File: config.mk
export PLATFORM = sky130hd
export DESIGN_NAME = expr_mem_unit
export DESIGN_NICKNAME = d
export VERILOG_FILES = /design/src/rtl/expr_mem_unit.sv
export SDC_FILE = /design/constraint.sdc
export NUM_CORES = 2
export LEC_CHECK = 0
export ABC_CLOCK_PERIOD_IN_PS = 8300
export BUFFER_PORTS_ARGS = -buffer_cell sky130_fd_sc_hd__buf_2
export CORE_MARGIN = 2
export CORE_UTILIZATION = 49
export CTS_CLUSTER_DIAMETER = 50
export DETAILED_ROUTE_END_ITERATION = 10
export PLACE_DENSITY = 0.67
export SETUP_SLACK_MARGIN = 0.1
export SLEW_MARGIN = 0
export SYNTH_ARGS = -nofsm -noshare
export SYNTH_HDL_FRONTEND = slang
export SYNTH_SLANG_ARGS = --single-unit
File: constraint.sdc
create_clock -name clk -period 8.3 [get_ports clk]
set_input_delay 1.245 -clock clk [delete_from_list [all_inputs] [get_ports clk]]
set_output_delay 1.245 -clock clk [all_outputs]
set_load 0.1 [all_outputs]
File: src/rtl/expr_mem_unit.sv
// Memory-backed expression engine: DEPTH x WIDTH register-file RAM plus a sequencer
// that reads two operands, applies MUL/ADD/SUB/MOV and writes the result back.
// Optional saturating results are enabled by defining EXPR_SAT_EN.
module expr_mem_unit #(
  parameter int WIDTH = 32,
  parameter int DEPTH = 8,
  localparam int ADDR_W = $clog2(DEPTH)
) (
  input  logic              clk,
  input  logic              rst,
  input  logic              wr_en,
  input  logic [ADDR_W-1:0] wr_addr,
  input  logic [WIDTH-1:0]  wr_data,
  input  logic [ADDR_W-1:0] rd_addr,
  output logic [WIDTH-1:0]  rd_data,
  input  logic              start,
  input  logic [1:0]        op,
  input  logic [ADDR_W-1:0] src_a,
  input  logic [ADDR_W-1:0] src_b,
  input  logic [ADDR_W-1:0] dst,
  output logic              busy,
  output logic              done,
  output logic [WIDTH-1:0]  result,
  output logic              ovf,
  output logic [2:0]        dbg_state_o
);

  // Handshake: start/wr_en are accepted only in IDLE (busy=0); anything offered while
  // busy is dropped. done pulses for exactly one cycle, the same cycle busy falls.
  typedef enum logic [2:0] {IDLE, RD_A, RD_B, EXEC, WB} state_t;

  localparam logic [1:0] OP_MUL = 2'b00;
  localparam logic [1:0] OP_ADD = 2'b01;
  localparam logic [1:0] OP_SUB = 2'b10;
  localparam logic [1:0] OP_MOV = 2'b11;

  state_t              state_q, state_d;
  logic [WIDTH-1:0]    mem [DEPTH];
  logic [1:0]          op_q;
  logic [ADDR_W-1:0]   src_a_q, src_b_q, dst_q;
  logic [WIDTH-1:0]    a_q, b_q, result_q, rd_data_q;
  logic                ovf_q, done_q;

  logic [2*WIDTH-1:0]  prod;
  logic [WIDTH:0]      sum, diff;
  logic [WIDTH-1:0]    exec_res, raw_res;
  logic                exec_ovf;

  always_comb begin
    state_d = state_q;
    case (state_q)
      IDLE:    if (start) state_d = RD_A;
      RD_A:    state_d = RD_B;
      RD_B:    state_d = EXEC;
      EXEC:    state_d = WB;
      WB:      state_d = IDLE;
      default: state_d = IDLE;
    endcase
  end

  always_comb begin
    prod     = {{WIDTH{1'b0}}, a_q} * {{WIDTH{1'b0}}, b_q};
    sum      = {1'b0, a_q} + {1'b0, b_q};
    diff     = {1'b0, a_q} - {1'b0, b_q};  // MSB is the borrow
    raw_res  = a_q;
    exec_ovf = 1'b0;
    case (op_q)
      OP_MUL: begin raw_res = prod[WIDTH-1:0]; exec_ovf = |prod[2*WIDTH-1:WIDTH]; end
      OP_ADD: begin raw_res = sum[WIDTH-1:0];  exec_ovf = sum[WIDTH];             end
      OP_SUB: begin raw_res = diff[WIDTH-1:0]; exec_ovf = diff[WIDTH];            end
      OP_MOV: begin raw_res = a_q;             exec_ovf = 1'b0;                   end
      default: begin raw_res = a_q;            exec_ovf = 1'b0;                   end
    endcase
`ifdef EXPR_SAT_EN
    if (exec_ovf) exec_res = (op_q == OP_SUB) ? '0 : '1;
    else          exec_res = raw_res;
`else
    exec_res = raw_res;
`endif
  end

  always_ff @(posedge clk) begin
    if (rst) begin
      state_q   <= IDLE;
      done_q    <= 1'b0;
      result_q  <= '0;
      ovf_q     <= 1'b0;
      rd_data_q <= '0;
    end else begin
      state_q   <= state_d;
      done_q    <= (state_q == WB);
      rd_data_q <= mem[rd_addr];
      if (state_q == IDLE && start) begin
        op_q    <= op;
        src_a_q <= src_a;
        src_b_q <= src_b;
        dst_q   <= dst;
      end
      if (state_q == RD_A) a_q <= mem[src_a_q];
      if (state_q == RD_B) b_q <= mem[src_b_q];
      if (state_q == EXEC) begin
        result_q <= exec_res;
        ovf_q    <= exec_ovf;
      end
    end
  end

  // RAM is never cleared; reset only suppresses a pending write-back.
  always_ff @(posedge clk) begin
    if (state_q == IDLE && wr_en) mem[wr_addr] <= wr_data;
    else if (state_q == WB && !rst) mem[dst_q] <= result_q;
  end

  assign busy        = (state_q != IDLE);
  assign done        = done_q;
  assign result      = result_q;
  assign ovf         = ovf_q;
  assign rd_data     = rd_data_q;
  assign dbg_state_o = state_q;

endmodule

==> flow_summary.yaml <==
status:
  outcome: "finished clean"
yosys:
  synthTopCellsByArea: "fa_1 (33%), edfxtp_1 (18%), mux4_2 (8.6%)"
  yosys.area_share.simple_pct: 13.5
  synthArstFlopShare_pct: 0
  synth_edf_count: 331
  yosys.area.top_type: "fa_1"
  synthMuxAreaShare_pct: 11.3
  postSynthCellCount: 5175
  syn_area_per_cell_um2: 10.7
  synth_top_flop_cell: "edfxtp_1"
  yosysUniqueCellTypes: 84
  yosysSeqAreaShare_pct: 20.5
  synth_top_cell_area_share_pct: 32.5
  synth_compound_area_share_pct: 5.73
  ys_ff_latch: 400
  synth_top_family_by_area: "adder cells"
  synth_fa_ha_area_share_pct: 40.0
  synth_warnings: 0
  syn_nets: 6454
  synth_xor_area_share_pct: 1.38
  syn_area_um2: 55200
placed_design:
  gp_congestion: 0.979
  port_buffers: 122
  dpl.hpwl_um: 137000
worst_hold_path:
  min-delay-start: "result[4]"
  whs_endpoint: "result[4]"
  holdPathStages: 2
  holdCritPathClass: "register to register"
timing:
  finalMaxSlewViolations: 0
  slew_headroom_pct: 15.9
  fin_skew_ps: 52.3
  min_period_ps: 8230
  rsz0062_at_grt: "yes"
  worst_slew_pin_slew_ps: 1260
  setup_viol_count_final: 0
  finalCritPeriodShare_pct: 99.1
  fmax_mhz: 122
  hold_viol: 0
worst_setup_path:
  r2r-end: "ovf"
  critical_path_class: "register to register"
  required_ps: 8770
  crit_family: "adder cells"
  slowest_stage: "fa_1"
  reg2reg_depth: 27
  timing.rr.start: "b_q[11]"
  end_kind: "register"
  r2r_slack_ps: 70
  slowest_delay_ps: 630
  cp_max_fo: 30
  cp.arrival_ps: 8700
  cp_num_buf_inv: 6
  start_kind: "register"
  crit_top_cell: "fa_1"
die:
  rows: 123
  die_y_um: 340
  core_area_um2: 112000
  ios: 123
  dieWidth_um: 340
  start_util_pct: 49.2
  dieArea_um2: 115000
grt:
  grt_pass1_wl_um: 265000
  grt_usage_pct: 30.5
  grt_max_degree: 65
  globalRouteOverflowTotal: 0
  grt_pass1_vias: 43000
  antenna_found_initial: 11
route:
  antenna_left: 0
  routedWlPerCell_um: 25.4
  wl_um: 175000
  drt_pass1_iterations: 6
  via_per_inst: 5.85
  vias: 40300
  drc: 0
  drt_iter0_markers: 3547
cts:
  cts_tree: "yes"
  clkSinkCount: 400
  cts_root_buf: "clkbuf_16"
  htree_levels: 2
  cts_made_buffers: 49
  cts.reportedPaths.clkPinSlew_ps: 70
  insertion_delay_ps: 630
  postCtsHoldBufs: 0
  clock_path_buffers: 3
finish:
  drive_gt1_share_pct: 17.7
  syn_to_final_growth_pct: 11.8
  finish.utilization_pct: 55.1
  layout.nets: 6631
  fillers: 9522
run:
  timing.max_cap.violations: 0
[flip-flops by register name, summed over array words and instances (netlist names)]
register     flops
result          32
src_a_q          3
src_b_q          3
mem            256
rd_data         32
a_q             32
done             1
dbg_state_o      3
op_q             2
dst_q            3
ovf              1
b_q             32
[worst reg2reg max path: stages, from the launching register on]
cell,delay [ps]
edfxtp_1,420
buf_12,190
inv_1,160
buf_4,190
nor2_2,70
fa_1,560
inv_1,70
fa_1,490
fa_1,580
fa_1,460
fa_1,630
fa_1,460
fa_1,520
fa_1,550
inv_1,50
ha_1,280
buf_4,170
nand2_1,130
or3_1,380
nor2_1,120
o2bb2ai_1,210
o21ba_2,250
o2111a_1,200
a211oi_1,80
a221oi_1,310
o2111ai_1,190
nor4_2,300
a21oi_1,60
[cells in the mapped netlist (10+ instances only)]
| cell | instances |
|---|---|
| fa_1 | 897 |
| inv_1 | 789 |
| nand2_1 | 536 |
| and2_1 | 484 |
| edfxtp_1 | 331 |
| ha_1 | 329 |
| clkbuf_1 | 285 |
| nor2_1 | 274 |
| mux4_2 | 211 |
| a21oi_1 | 153 |
| mux2_2 | 98 |
| o21ai_0 | 79 |
| dfxtp_1 | 69 |
| xnor2_1 | 58 |
| nor3_1 | 52 |
| mux2i_1 | 38 |
| nand4_1 | 36 |
| buf_1 | 31 |
| xor2_1 | 29 |
| a21o_1 | 28 |
| o21bai_1 | 26 |
| a211oi_1 | 25 |
| o21a_1 | 25 |
| nand3_1 | 21 |
| a31oi_1 | 19 |
| nand2b_1 | 17 |
| nor2b_1 | 17 |
| or3_1 | 14 |
| a221oi_1 | 13 |
| o211ai_1 | 13 |
| and3_1 | 12 |
| nor4_1 | 12 |
| or2_2 | 10 |
[final cells by class]
| type | instances | area (um^2) | area share (%) |
|---|---|---|---|
| Clock buffer | 62 | 1310 | 2.11 |
| Inverter | 792 | 2980 | 4.83 |
| Timing Repair Buffer | 454 | 3790 | 6.14 |
| Antenna cell | 3 | 7.51 | 0.0122 |
| Clock inverter | 30 | 387 | 0.626 |
| Multi-Input combinational cell | 3655 | 40100 | 64.9 |
| Tap cell | 1500 | 1880 | 3.04 |
| Sequential cell | 400 | 11300 | 18.3 |
[placed cells by master (no fill, tap or decap), types with 26 or more instances in the layout]
master	Yosys	final
fa_1	897	892
inv_1	789	779
nand2_1	536	535
and2_1	484	479
edfxtp_1	331	331
ha_1	329	319
buf_4	1	274
nor2_1	274	263
mux4_2	211	211
a21oi_1	153	146
buf_2	9	121
mux2_2	98	98
o21ai_0	79	73
dfxtp_1	69	69
xnor2_1	58	58
clkbuf_16	0	55
nor3_1	52	48
buf_12	0	45
mux2i_1	38	38
nand4_1	36	36
xor2_1	29	29
a21o_1	28	28
o21bai_1	26	26
[worst max path at each step]
| stage | cells past startpoint | from | slack, ps | endpoint |
|---|---|---|---|---|
| after floorplan | 27 | a_q[23] | 480 | ovf |
| after global placement | 23 | a_q[27] | -110 | ovf |
| after CTS | 27 | a_q[16] | 100 | ovf |
| final | 27 | b_q[11] | 70 | ovf |
| after global routing | 34 | a_q[9] | -130 | ovf |
| after detailed placement | 29 | a_q[8] | -170 | ovf |
[metrics by stage]
| stage | worst slack [ps] | std cells | area [um^2] | hold slack (ps) | TNS (ps) |
|---|---|---|---|---|---|
| after floorplan | 483 | 5175 | 55200 | 676 | 0 |
| after global placement | -113 | 6743 | 59100 | 471 | -113 |
| after detailed placement | -169 | 6743 | 59100 | 478 | -169 |
| after CTS | 101 | 6844 | 60900 | 494 | 0 |
| after global routing | -135 | 6893 | 61800 | 508 | -135 |
| final | 71.4 | 6896 | 61800 | 490 | 0 |
[timing repair]
action | in CTS | in global routing
cloned | 0 | 6
hold endpoints to repair | 0 | 0
pin swaps | 8 | 30
setup buffers | 9 | 43
resized for setup | 23 | 74
endpoints found under the setup margin | 1 | 2
[routing by layer]
metal | GRT usage (%) | wire length, um | vias up
met2 | 49.4 | 82000 | 1855
li1 | - | - | 17200
met3 | 4.96 | 15900 | 279
met5 | 0 | 11 | -
met4 | 9.14 | 5870 | 2
met1 | 42.5 | 71500 | 21000
[cell families after synthesis]
family / after synthesis
AND/OR/NAND/NOR: 1517
XOR/XNOR: 87
multiplexers: 347
AO/OA/AOI/OAI: 478
flip-flops: 400
buffers and inverters: 1120
adder cells (fa/ha/maj): 1226
Power is not shown: default switching activity piles up to over one toggle a cycle in this logic, so the estimate is an artifact.
